===== src/rtl/serial_adder.sv =====
// Bit-serial (BPC bits per clock) adder with valid/ready handshakes on operands and result.
// A WIDTH-bit add takes WIDTH/BPC RUN cycles, and the carry is held in a flop between slices.
module serial_adder #(
  parameter int unsigned WIDTH = 8,
  parameter int unsigned BPC   = 1
) (
  input  logic             clk,
  input  logic             rst_n,
  input  logic             in_valid,
  output logic             in_ready,
  input  logic [WIDTH-1:0] A,
  input  logic [WIDTH-1:0] B,
  input  logic             Cin,
  output logic             out_valid,
  input  logic             out_ready,
  output logic [WIDTH-1:0] Sum,
  output logic             Carry,
  output logic             busy
);

  localparam int unsigned N     = (BPC == 0) ? 1 : WIDTH / BPC;
  localparam int unsigned CNT_W = (N > 1) ? $clog2(N) : 1;
  localparam int unsigned SW    = BPC + 1;

  generate
    if (BPC < 1 || BPC > WIDTH || (WIDTH % BPC) != 0) begin : g_bpc_check
      $error("serial_adder: BPC must divide WIDTH");
    end
  endgenerate

  typedef enum logic [1:0] {
    S_IDLE = 2'd0,
    S_RUN  = 2'd1,
    S_DONE = 2'd2
  } state_e;

  state_e             state_q, state_d;
  logic [CNT_W-1:0]   cnt_q, cnt_d;
  logic               carry_q, carry_d;
  logic [WIDTH-1:0]   a_sh_q, a_sh_d;
  logic [WIDTH-1:0]   b_sh_q, b_sh_d;
  logic [WIDTH-1:0]   sum_sh_q, sum_sh_d;
  logic [WIDTH-1:0]   sum_q, sum_d;
  logic               cout_q, cout_d;
  logic [SW-1:0]      slice;
  logic [WIDTH-1:0]   sum_sh_next;

  // One BPC-wide slice of the add; its result enters the sum shifter from the MSB side.
  always_comb begin
    slice       = {1'b0, a_sh_q[BPC-1:0]} + {1'b0, b_sh_q[BPC-1:0]} + SW'(carry_q);
    sum_sh_next = (sum_sh_q >> BPC) | (WIDTH'(slice[BPC-1:0]) << (WIDTH - BPC));
  end

  always_comb begin
    state_d  = state_q;
    cnt_d    = cnt_q;
    carry_d  = carry_q;
    a_sh_d   = a_sh_q;
    b_sh_d   = b_sh_q;
    sum_sh_d = sum_sh_q;
    sum_d    = sum_q;
    cout_d   = cout_q;
    case (state_q)
      S_IDLE: begin
        if (in_valid) begin
          a_sh_d  = A;
          b_sh_d  = B;
          carry_d = Cin;
          cnt_d   = '0;
          state_d = S_RUN;
        end
      end
      S_RUN: begin
        a_sh_d   = a_sh_q >> BPC;
        b_sh_d   = b_sh_q >> BPC;
        sum_sh_d = sum_sh_next;
        carry_d  = slice[BPC];
        cnt_d    = cnt_q + CNT_W'(1);
        // Result registers only move on the completion edge.
        if (cnt_q == CNT_W'(N - 1)) begin
          sum_d   = sum_sh_next;
          cout_d  = slice[BPC];
          cnt_d   = '0;
          state_d = S_DONE;
        end
      end
      S_DONE: begin
        if (out_ready) state_d = S_IDLE;
      end
      default: state_d = S_IDLE;
    endcase
  end

  always_ff @(posedge clk or negedge rst_n) begin
    if (!rst_n) begin
      state_q  <= S_IDLE;
      cnt_q    <= '0;
      carry_q  <= 1'b0;
      a_sh_q   <= '0;
      b_sh_q   <= '0;
      sum_sh_q <= '0;
      sum_q    <= '0;
      cout_q   <= 1'b0;
    end else begin
      state_q  <= state_d;
      cnt_q    <= cnt_d;
      carry_q  <= carry_d;
      a_sh_q   <= a_sh_d;
      b_sh_q   <= b_sh_d;
      sum_sh_q <= sum_sh_d;
      sum_q    <= sum_d;
      cout_q   <= cout_d;
    end
  end

  assign in_ready  = (state_q == S_IDLE);
  assign out_valid = (state_q == S_DONE);
  assign busy      = (state_q != S_IDLE);
  assign Sum       = sum_q;
  assign Carry     = cout_q;

endmodule


===== config.mk =====
export PLATFORM = sky130hd
export DESIGN_NAME = serial_adder
export DESIGN_NICKNAME = d
export VERILOG_FILES = /design/src/rtl/serial_adder.sv
export SDC_FILE = /design/constraint.sdc
export NUM_CORES = 1
export LEC_CHECK = 0
export ABC_CLOCK_PERIOD_IN_PS = 1660
export CORE_ASPECT_RATIO = 0.8
export CORE_MARGIN = 8
export CORE_UTILIZATION = 45
export DETAILED_ROUTE_END_ITERATION = 16
export GPL_TIMING_DRIVEN = 0
export PLACE_DENSITY = 0.83
export SETUP_SLACK_MARGIN = 0.3
export SYNTH_ARGS = -nofsm -noshare
export SYNTH_HDL_FRONTEND = slang
export SYNTH_SLANG_ARGS = --single-unit

===== constraint.sdc =====
create_clock -name clk -period 1.66 [get_ports clk]
set_input_delay 0.332 -clock clk [delete_from_list [all_inputs] [get_ports clk]]
set_output_delay 0.332 -clock clk [all_outputs]
set_load 0.03 [all_outputs]

== Yosys cells after proc, flatten, opt, wreduce, memory -nomap -nowiden ==
Cells that the tools add are included.

* Multipliers: 0
* Reduce and logical (&&, ||, !) cells: 6
* Equality and inequality tests: 6
* Bitwise logic cells: 1
* Multiplexer cells: 13
* Divide/modulo/power cells: 0
* Shift operators: 0
* $add $sub $neg: 3
* Magnitude comparators: 0

{| class="wikitable"
|+ Operator list
! operator !! count
|-
| $pmux W8 S2 || 2
|-
| $mux W8 || 2
|-
| $or A7 B8 Y8 || 1
|-
| $mux W2 || 3
|-
| $mux W3 || 2
|-
| $pmux W2 S3 || 1
|-
| $pmux W3 S2 || 1
|-
| $ne A2 B2 Y1 const B || 2
|-
| $reduce_and A2 Y1 || 2
|-
| $reduce_bool A2 Y1 || 2
|-
| $add A3 B1 Y3 const B || 1
|-
| $eq A3 B3 Y1 const B || 1
|-
| $reduce_and A3 Y1 || 1
|-
| $add A1 B1 Y2 || 1
|-
| $add A2 B1 Y2 || 1
|-
| $eq A2 B1 Y1 const B || 1
|-
| $eq A2 B2 Y1 const B || 1
|-
| $logic_not A2 Y1 || 1
|-
| $ne A2 B1 Y1 const B || 1
|-
| $pmux W1 S2 || 1
|-
| $mux W1 || 1
|}

* Output and inout port bits: 12
* Memory bits (writable): 0
* Latch bits: 0
* Register bits: 39
* Bits in read-only memories: 0
* Memories kept: 0
* Bits of input ports: 21

== Depth between registers and ports, before layout ==
Gate-level depths: netlist (run 1).

* Word-level depth: 3
* Depth in mapped cells: 6
* Mapped depth without buffers: 4

== Worst setup path after synthesis (run 1) ==
OpenSTA, ideal clock, no wires.

* Path type: flip-flop to output port
* Start: reg state_q[0]
* End: out busy
* Path slack: -23 ps
* Cell stages (with the launch flop): 4
* Arrival: 1,351 ps
* Buffers on the path: 1
* Path through: dfrtp_1 -> buf_2 -> nor2_1 -> inv_1

* Cells in the longest elaborated chain, start to end: 1

{| class="wikitable"
|+ RTL lines
! what !! RTL line !! text
|-
| start: declaration || 37 || <nowiki>state_e state_q, state_d;</nowiki>
|-
| start signal: assignment || 105 || <nowiki>state_q <= state_d;</nowiki>
|-
| $reduce_bool A2 Y1 || 118 || <nowiki>assign busy = (state_q != S_IDLE);</nowiki>
|-
| end: declaration || 18 || <nowiki>output logic busy</nowiki>
|}

No other way between the ends.

== Final worst setup path (run 1) ==
Same ends and word-level chain as after synthesis.

==> results of run 1 <==
[worst max-delay path, stage by stage (launching register included)]
cell	delay, ps
dfrtp_1	400
buf_4	190
nor2_4	150
inv_2	50
buf_6	130
[registers in the layout, summed over array words and instances (netlist names)]
| register | cells |
|---|---|
| cnt_q | 3 |
| a_sh_q | 8 |
| carry_q | 1 |
| sum_sh_q | 7 |
| Sum | 8 |
| state_q | 2 |
| Carry | 1 |
| b_sh_q | 8 |
[metrics by stage]
step                util, %  cell area [µm²]  TNS, ps  cells  hold slack, ps
global placement       56.2             2080   -23170    222             459
floorplan                 -             1710        0    146            36.4
global route           69.2             2560        0    245             205
finish                 69.2             2560        0    245             131
CTS                    63.7             2360        0    241             159
detailed placement     56.1             2080     -608    222             473
[power by group through the flow]
stage	clock (mW)	combinational, mW	sequential (mW)
5_1_grt	0.721	2.73	1.78
2_1_floorplan	0	1.19	1.76
4_1_cts	0.671	2.16	1.65
3_5_place_dp	0	1.90	1.65
3_3_place_gp	0	1.84	1.62
6_report	0.669	2.54	1.72
[repair_timing]
| item | CTS | global route |
|---|---|---|
| endpoints found under the hold margin | 0 | 0 |
| resized for setup | 65 | 37 |
| setup buffers | 9 | 4 |
| setup endpoints to repair | 30 | 40 |
| gates cloned | 2 | 0 |
| pin swaps | 2 | 7 |
[layout by cell type (no fill, tap or decap), types with 2 or more instances in the layout]
cell type / instances
a21oi_1: 8
a22o_1: 2
a2bb2oi_2: 5
buf_2: 2
buf_4: 8
buf_6: 12
buf_8: 3
clkbuf_8: 6
clkdlybuf4s15_2: 9
clkdlybuf4s50_1: 19
clkinvlp_4: 2
dfrtp_1: 38
mux2_4: 9
nand2_1: 24
nand2_8: 2
nand2b_1: 2
nand3b_1: 2
nor2_4: 3
o21ai_0: 3
o221a_2: 2
o22ai_1: 10
o22ai_2: 8
o22ai_4: 3
[layout make-up]
cell class              instances  share of cell area, %
flip-flops and latches         38                   37.1
clock buffers                   6                   3.22
inverters                       3                  0.586
multi-input cells              97                   34.2
plain buffers                   9                   3.86
clock inverters                 2                  0.488
repair buffers                 46                   18.4
well taps                      44                   2.15
[cells by family (layout without fill, tap and decap cells)]
kind of cell	count (synthesis)	count (layout)
AOI/OAI and AO/OA	45	45
adders and majority gates	3	3
buffers and inverters	12	66
DFF	38	38
muxes	9	9
and+or+nand+nor	39	40
[cell usage after synthesis (all sizes together)]
cell type / n
nand2b: 4
ha: 2
o22ai: 21
nor2: 4
mux2: 9
nand2: 25
a22o: 2
a21oi: 9
nand3b: 2
dfrtp: 38
buf: 8
clkbuf: 1
a2bb2oi: 5
nor2b: 2
a21o: 1
o31ai: 1
fa: 1
or2: 1
o221a: 2
nor3: 1
o21ai: 4
inv: 3
[routing by layer]
| metal | up-vias | track usage, % |
|---|---|---|
| met5 | - | 0 |
| met4 | 0 | 8.07 |
| met3 | 5 | 4.86 |
| met2 | 32 | 24.8 |
| met1 | 692 | 18.5 |
| li1 | 633 | - |
[path summary, 6_finish.rpt]
kind	to	start	slack, ps	cells after the start
max in group asynchronous	sum_sh_q[4]	rst_n	1010	1
setup / recovery	busy	state_q[0]	110	4
min in group clk	sum_sh_q[1]	sum_sh_q[1]	490	2
hold reg to reg	sum_sh_q[1]	sum_sh_q[1]	490	2
hold / removal	b_sh_q[5]	rst_n	130	1
setup reg to reg	Sum[1]	state_q[1]	170	7
==> flow_summary_export.csv, run 1 <==
group,metric,value,unit
clock_tree,cts_hold_buf,0,
clock_tree,clk_latency,300,ps
detailed_routing,dr_wl_met3,191,µm
pwr,p_total,4.93,mW
timing,fmax,647,MHz
floorplan,core.rowCount,20,
timing,fin_worst_skew,5.28,ps
floorplan,dieArea,6020,µm²
finish,drive_gt1_share,42.8,%
detailed_routing,wl,4.51,mm
detailed_routing,dr.pass1.iters,4,
clock_tree,clkTransAtPathRegs,70,ps
synthesis,ys_top_cells_by_area,"dfrtp_1, mux2_4, o22ai_1",
synthesis,synthAdderAreaFrac,2.65,%
place,portBuffers,32,
finish,final_nets,224,
detailed_routing,drc_errors,0,
place,dp_hpwl,2.61,mm
run_status,status,"finished clean",
detailed_routing,ant_nets,0,
pwr,seqPwrFrac,35.0,%
floorplan,die_h,71,µm
detailed_routing,dr.max_layer_used,"met4",
synthesis,ys.warnings.count,0,
clock_tree,cts_buffer_depth,2,
global_route,grt_pass1_wl,7.33,mm
synthesis,synth_top_area_share,55.9,%
detailed_routing,drt_iter0_markers,113,
synthesis,avgSynthCellArea,11.7,µm²
pwr,netSwitchingFraction,39.2,%
synthesis,synth_top_family_by_area,"compound AO/OA/AOI/OAI gates",
synthesis,yosysTopAreaCell,"dfrtp_1",
floorplan,ioPinCount,33,
detailed_routing,met1_length,1.94,mm
critical_path,critPathArrivalTime,1210,ps
timing,tightest_slew,822,ps
timing,rsz0062_at_grt,"true",
detailed_routing,vias_per_cell,5.56,
timing,period_needed,1550,ps
floorplan,initial_utilization,45.9,%
synthesis,ys_seq_area_share,55.9,%
finish,area_delta_synth_final,50.6,%
pwr,pwr-share-comb,51.5,%
synthesis,synth_seq_cells,38,
finish,multi_input_area,877,µm²
pwr,p_int,3.00,mW
global_route,grt_max_degree,39,
clock_tree,cts_buffers,5,
synthesis,synth_compound_area_share,17.4,%
pwr,p_per_area,1920,nW/µm²
timing,maxSlewViolCount,0,
place,dp_slack,-272,ps
global_route,grtUsageTotal,15.6,%
global_route,antenna_found_initial,0,
critical_path,crit_type,"flip-flop to primary output",
timing,slew_headroom,45.2,%
floorplan,core,3700,µm²
timing,setup_violations,0,
pwr,p_sw,1.93,mW
synthesis,ys_types,27,
job,timing.max_cap.violations,0,
critical_path,cp-end-kind,"primary output",
critical_path,worst_ep_required_time,1330,ps
synthesis,synthMuxAreaShare,7.94,%
pwr,p_leak,1.12,nW
floorplan,die_w,84.8,µm
pwr,ir_drop,963,µV
synthesis,yosys.area_share.simple,11.7,%
clock_tree,root_buffer,"clkbuf_8",
timing,fin_ws,114,ps
clock_tree,ctsHtreeMaxLevel,2,
clock_tree,tritoncts,"built",
finish,ff_latch_area,951,µm²
clock_tree,clock_sinks,38,
synthesis,synth_cells,146,
min_path,hp-class,"input pin to asynchronous set/reset pin",
finish,fill_cells,253,
finish,n_antenna_cell,0,
global_route,grt_pass1_vias,1419,
global_route,grt_remaining_overflow,0,
critical_path,critPathMaxFanout,10,
detailed_routing,vias,1362,
pwr,clockPowerShare,13.6,%
synthesis,netlist_area,1700,µm²
place,place_congestion,0.851,
synthesis,synth-xor-area-share,0,%
critical_path,critPathLaunchType,"flip-flop",
timing,hold_viol,0,
detailed_routing,wl_met2,2.31,mm
detailed_routing,wl_per_cell,18.4,µm
timing,fin_crit_sh,93.1,%
synthesis,syn_nets,170,
(Power assumes the default switching activity.)
==> run 2, diff against run 1 <==
--- a/config.mk
+++ b/config.mk
@@ -11,8 +11,9 @@
 export CORE_UTILIZATION = 45
 export DETAILED_ROUTE_END_ITERATION = 16
 export GPL_TIMING_DRIVEN = 0
-export PLACE_DENSITY = 0.83
+export PLACE_DENSITY = 0.78
 export SETUP_SLACK_MARGIN = 0.3
+export SLEW_MARGIN = 20
 export SYNTH_ARGS = -nofsm -noshare
 export SYNTH_HDL_FRONTEND = slang
 export SYNTH_SLANG_ARGS = --single-unit
==> run 2 against run 1 <==
Critical path type unchanged. Highest routed layer unchanged. Hold slack worse by 130 ps. Core utilization hardly changed. First-iteration DRC count is 21% lower. Via count is 2.5% higher.
==> flow_summary_export.csv, run 2 (same netlist as run 1, synthesis figures left out) <==
group,metric,value,unit
floorplan,core.rowCount,20,
floorplan,ioPinCount,33,
global_route,antenna_found_initial,0,
pwr,p_leak,1.15,nW
detailed_routing,wl_per_cell,20.0,µm
timing,tightest_slew,507,ps
pwr,ir_drop,595,µV
finish,postLayoutCoreUtil,69.2,%
detailed_routing,wl,4.91,mm
detailed_routing,dr.pass1.iters,4,
timing,slew_headroom,66.2,%
job,timing.max_cap.violations,0,
detailed_routing,vias,1396,
min_path,hp-class,"input pin to asynchronous set/reset pin",
place,portBuffers,32,
floorplan,die_h,71,µm
global_route,grt_max_degree,21,
timing,fin_crit_sh,93.3,%
timing,rsz0062_at_grt,"true",
critical_path,crit_top_cell,"buf_6",
critical_path,cp-end-kind,"primary output",
detailed_routing,vias_per_cell,5.70,
timing,setup_violations,0,
finish,layout_commonest_cell,"dfrtp_1",
critical_path,timing.critical_path.buf_inv,3,
global_route,grt_pass1_wl,7.75,mm
global_route,grt_remaining_overflow,0,
critical_path,critPathArrivalTime,1220,ps
place,dp.cells,223,
critical_path,critPathLaunchType,"flip-flop",
clock_tree,cts_buffers,5,
timing,hold_viol,0,
finish,drive_gt1_share,41.3,%
global_route,grtUsageTotal,16.3,%
floorplan,initial_utilization,45.9,%
floorplan,dieArea,6020,µm²
critical_path,critPathSlowestCell,"dfrtp_1",
clock_tree,clk_latency,290,ps
detailed_routing,drt_iter0_markers,89,
place,dp_hpwl,2.88,mm
place,place_congestion,0.779,
clock_tree,cts_buffer_depth,2,
detailed_routing,ant_nets,0,
finish,final_cell_mix,"dfrtp_1, nand2_1, clkdlybuf4s50_1, buf_6",
timing,maxSlewViolCount,0,
timing,fin_worst_skew,10.0,ps
finish,final_cells,245,
clock_tree,clkTransAtPathRegs,70,ps
critical_path,critPathMaxFanout,10,
critical_path,critPathMaxStageDelay,430,ps
finish,n_antenna_cell,0,
critical_path,crit_type,"flip-flop to primary output",
timing,period_needed,1550,ps
pwr,p_total,4.90,mW
clock_tree,ctsHtreeMaxLevel,2,
place,placed_cell_area,2100,µm²
clock_tree,clock_sinks,38,
floorplan,die_w,84.8,µm
floorplan,core,3700,µm²
run_status,status,"finished clean",
finish,final_nets,224,
pwr,p_per_area,1910,nW/µm²
critical_path,worst_ep_required_time,1330,ps
clock_tree,tritoncts,"built",
detailed_routing,drc_errors,0,
global_route,grt_pass1_vias,1493,
timing,fmax,646,MHz
finish,fin_area,2560,µm²
critical_path,crit_family,"flip-flops",
clock_tree,root_buffer,"clkbuf_8",
finish,area_delta_synth_final,50.7,%
critical_path,crit_chain,"buf_6 > nor2_4 > inv_2 > buf_6",
timing,fin_hold_ws,1.70,ps
run 2: worst register-to-register path: cells and delay by family (launching register included):
kind / cells / cell delay [ps]
buffers and inverters: 3 / 440
DFF: 1 / 380
muxes: 1 / 310
and+or+nand+nor: 2 / 210
run 2: final cells by class:
cell class              instances  area (µm²)
fillers                       250        1140
flip-flops and latches         38         951
multi-input cells              97         862
repair buffers                 46         475
plain buffers                   9         114
clock buffers                   7        86.3
well taps                      44        55.1
inverters                       3        15.0
clock inverters                 1        5.00
run 2: per-stage QoR:
stage	worst slack (ps)	TNS, ps
floorplan	202	0
global placement	-530	-20590
detailed placement	-302	-1090
CTS	108	0
global route	84.6	0
finish	112	0
run 2: metal layers:
layer,vias to the layer above,share of wire (%),GRT usage [%]
met3,11,4.5,3.47
li1,643,-,-
met4,0,2.1,8.66
met1,695,43,20.3
met2,47,50,25.8
met5,-,0,0
run 2: repair_timing:
item,in CTS,in global routing
hold buffers,0,0
setup buffers,9,2
pin swaps,3,14
endpoints found under the setup margin,31,33
cloned,2,1
resized for setup,67,34
run 2: final timing paths:
| kind | from | to | slack (ps) | cells past startpoint |
|---|---|---|---|---|
| min reg2reg | sum_sh_q[3] | sum_sh_q[2] | 490 | 2 |
| min | rst_n | state_q[0] | 2 | 1 |
| max reg2reg | state_q[1] | Sum[5] | 200 | 6 |
| max | state_q[0] | busy | 110 | 4 |
| max in group asynchronous | rst_n | Carry | 1190 | 2 |
| min in group clk | sum_sh_q[3] | sum_sh_q[2] | 490 | 2 |
run 2: power by group:
part           internal (mW)  switching [mW]
clock                  0.335           0.313
combinational           1.28            1.25
sequential              1.35           0.368
==> run 3, diff against run 2 <==
--- a/config.mk
+++ b/config.mk
@@ -8,10 +8,10 @@
 export ABC_CLOCK_PERIOD_IN_PS = 1660
 export CORE_ASPECT_RATIO = 0.8
 export CORE_MARGIN = 8
-export CORE_UTILIZATION = 45
+export CORE_UTILIZATION = 49
 export DETAILED_ROUTE_END_ITERATION = 16
 export GPL_TIMING_DRIVEN = 0
-export PLACE_DENSITY = 0.78
+export PLACE_DENSITY = 0.83
 export SETUP_SLACK_MARGIN = 0.3
 export SLEW_MARGIN = 20
 export SYNTH_ARGS = -nofsm -noshare
==> run 3 against run 2 <==
Global-route usage is 3.3 points higher. Clock-buffer cell count stayed put. Die area is 6.5% lower. Cell count is 2.4% higher. Hold slack better by 500 ps. Clock power is 7.1% higher. Sequential cell count stayed put. Routed wire length is 28% higher. Maximum frequency is 0.55% lower. Power is 16% higher. Largest power group unchanged.
==> flow_summary_export.csv, run 3 (same netlist as run 1, synthesis figures left out) <==
group,metric,value,unit
floorplan,dieArea,5630,µm²
detailed_routing,ant_nets,0,
timing,fin_crit_sh,93.8,%
pwr,p_total,5.67,mW
place,placed_cell_area,2100,µm²
global_route,grt_pass1_wl,8.01,mm
place,dp.cells,221,
pwr,ir_drop,1500,µV
timing,period_needed,1560,ps
detailed_routing,drt_iter0_markers,132,
clock_tree,clkTransAtPathRegs,80,ps
critical_path,crit_top_cell,"buf_6",
floorplan,die_w,81.9,µm
min_path,hp-class,"input pin to asynchronous set/reset pin",
clock_tree,clk_latency,310,ps
detailed_routing,wl,6.27,mm
pwr,p_per_area,2030,nW/µm²
critical_path,crit_type,"flip-flop to primary output",
timing,fin_worst_skew,7.68,ps
global_route,grt_remaining_overflow,0,
place,place_congestion,0.824,
timing,fin_ws,104,ps
place,dp_slack,-276,ps
global_route,grt_pass1_vias,1538,
clock_tree,root_buffer,"clkbuf_8",
job,timing.max_cap.violations,0,
critical_path,critPathSlowestCell,"dfrtp_1",
critical_path,critPathMaxFanout,6,
clock_tree,cts_buffer_depth,2,
finish,fin_area,2790,µm²
place,portBuffers,32,
detailed_routing,wl_per_cell,25.0,µm
finish,fill_cells,162,
global_route,grt_max_degree,21,
clock_tree,clock_sinks,38,
critical_path,critPathLaunchType,"flip-flop",
detailed_routing,drc_errors,0,
finish,area_delta_synth_final,64.2,%
run_status,status,"finished clean",
critical_path,critPathArrivalTime,1220,ps
floorplan,core,3380,µm²
pwr,p_leak,1.23,nW
floorplan,initial_utilization,50.4,%
floorplan,ioPinCount,33,
timing,setup_violations,0,
finish,ff_latch_area,951,µm²
clock_tree,cts_buffers,5,
place,dp_hpwl,2.94,mm
detailed_routing,dr.pass1.iters,4,
global_route,grtUsageTotal,19.6,%
critical_path,crit_chain,"buf_6 > nor2_4 > inv_2 > buf_6",
detailed_routing,vias_per_cell,6.16,
timing,rsz0062_at_grt,"true",
timing,hold_viol,0,
finish,final_cell_mix,"dfrtp_1, clkdlybuf4s50_1, buf_6, nand2_1",
timing,fmax,642,MHz
finish,final_nets,232,
finish,final_cells,251,
critical_path,worst_ep_required_time,1330,ps
detailed_routing,vias,1546,
timing,slew_headroom,67.8,%
clock_tree,ctsHtreeMaxLevel,2,
finish,n_antenna_cell,0,
floorplan,core.rowCount,19,
critical_path,cp-end-kind,"primary output",
clock_tree,tritoncts,"built",
global_route,antenna_found_initial,0,
finish,multi_input_area,1010,µm²
critical_path,critPathMaxStageDelay,440,ps
finish,layout_commonest_cell,"dfrtp_1",
floorplan,die_h,68.7,µm
timing,maxSlewViolCount,0,
timing,tightest_slew,483,ps
finish,drive_gt1_share,54.1,%
[run 3: final timing paths]
| check | startpoint | slack (ps) | to | cells after the start |
|---|---|---|---|---|
| worst max register to register | state_q[1] | 130 | Sum[4] | 7 |
| worst max-delay path | state_q[0] | 100 | busy | 4 |
| worst min-delay path | rst_n | 500 | a_sh_q[7] | 2 |
| max in group asynchronous | rst_n | 690 | b_sh_q[4] | 3 |
| worst min register to register | sum_sh_q[3] | 510 | sum_sh_q[3] | 2 |
| min in group clk | sum_sh_q[3] | 510 | sum_sh_q[3] | 2 |
[run 3: per-stage QoR]
step	hold slack [ps]	utilization (%)	TNS [ps]
2_1_floorplan	36.4	-	0
3_3_place_gp	461	61.6	-20020
3_5_place_dp	310	62.3	-1040
4_1_cts	490	71.9	0
5_1_grt	526	82.8	0
6_report	502	82.8	0
[run 3: power by group]
part,total [mW],switching [mW],internal (mW)
clock,0.694,0.358,0.336
combinational,3.17,1.54,1.63
sequential,1.81,0.460,1.35
[run 3: repair_timing]
action | in CTS | in global routing
hold buffers | 1 | 0
buffers inserted | 11 | 6
cloned | 2 | 2
pin swaps | 3 | 22
setup endpoints to repair | 31 | 42
gates resized for setup | 66 | 70
endpoints found under the hold margin | 18 | 0
[run 3: layout make-up]
| class | instances | share of cell area, % |
|---|---|---|
| tap | 42 | 1.88 |
| clock buffer | 7 | 3.09 |
| clock inverter | 1 | 0.179 |
| inverter | 3 | 0.537 |
| sequential | 38 | 34.0 |
| timing repair buffer | 54 | 20.4 |
| buffer | 9 | 3.63 |
| multi-input combinational | 97 | 36.2 |
[run 3: layer usage]
layer,vias up,wire length [µm],GRT usage [%],share of wire (%)
li1,650,-,-,-
met1,775,2400,22.4,38
met4,0,225,8.52,3.6
met5,-,0,0,0
met3,24,475,5.83,7.6
met2,97,3170,33.6,51
[run 3: worst max-delay path: cells and delay by family (launching register included)]
kind	cells	cell delay (ps)
buf+inv	3	340
flops	1	440
simple gates	1	140
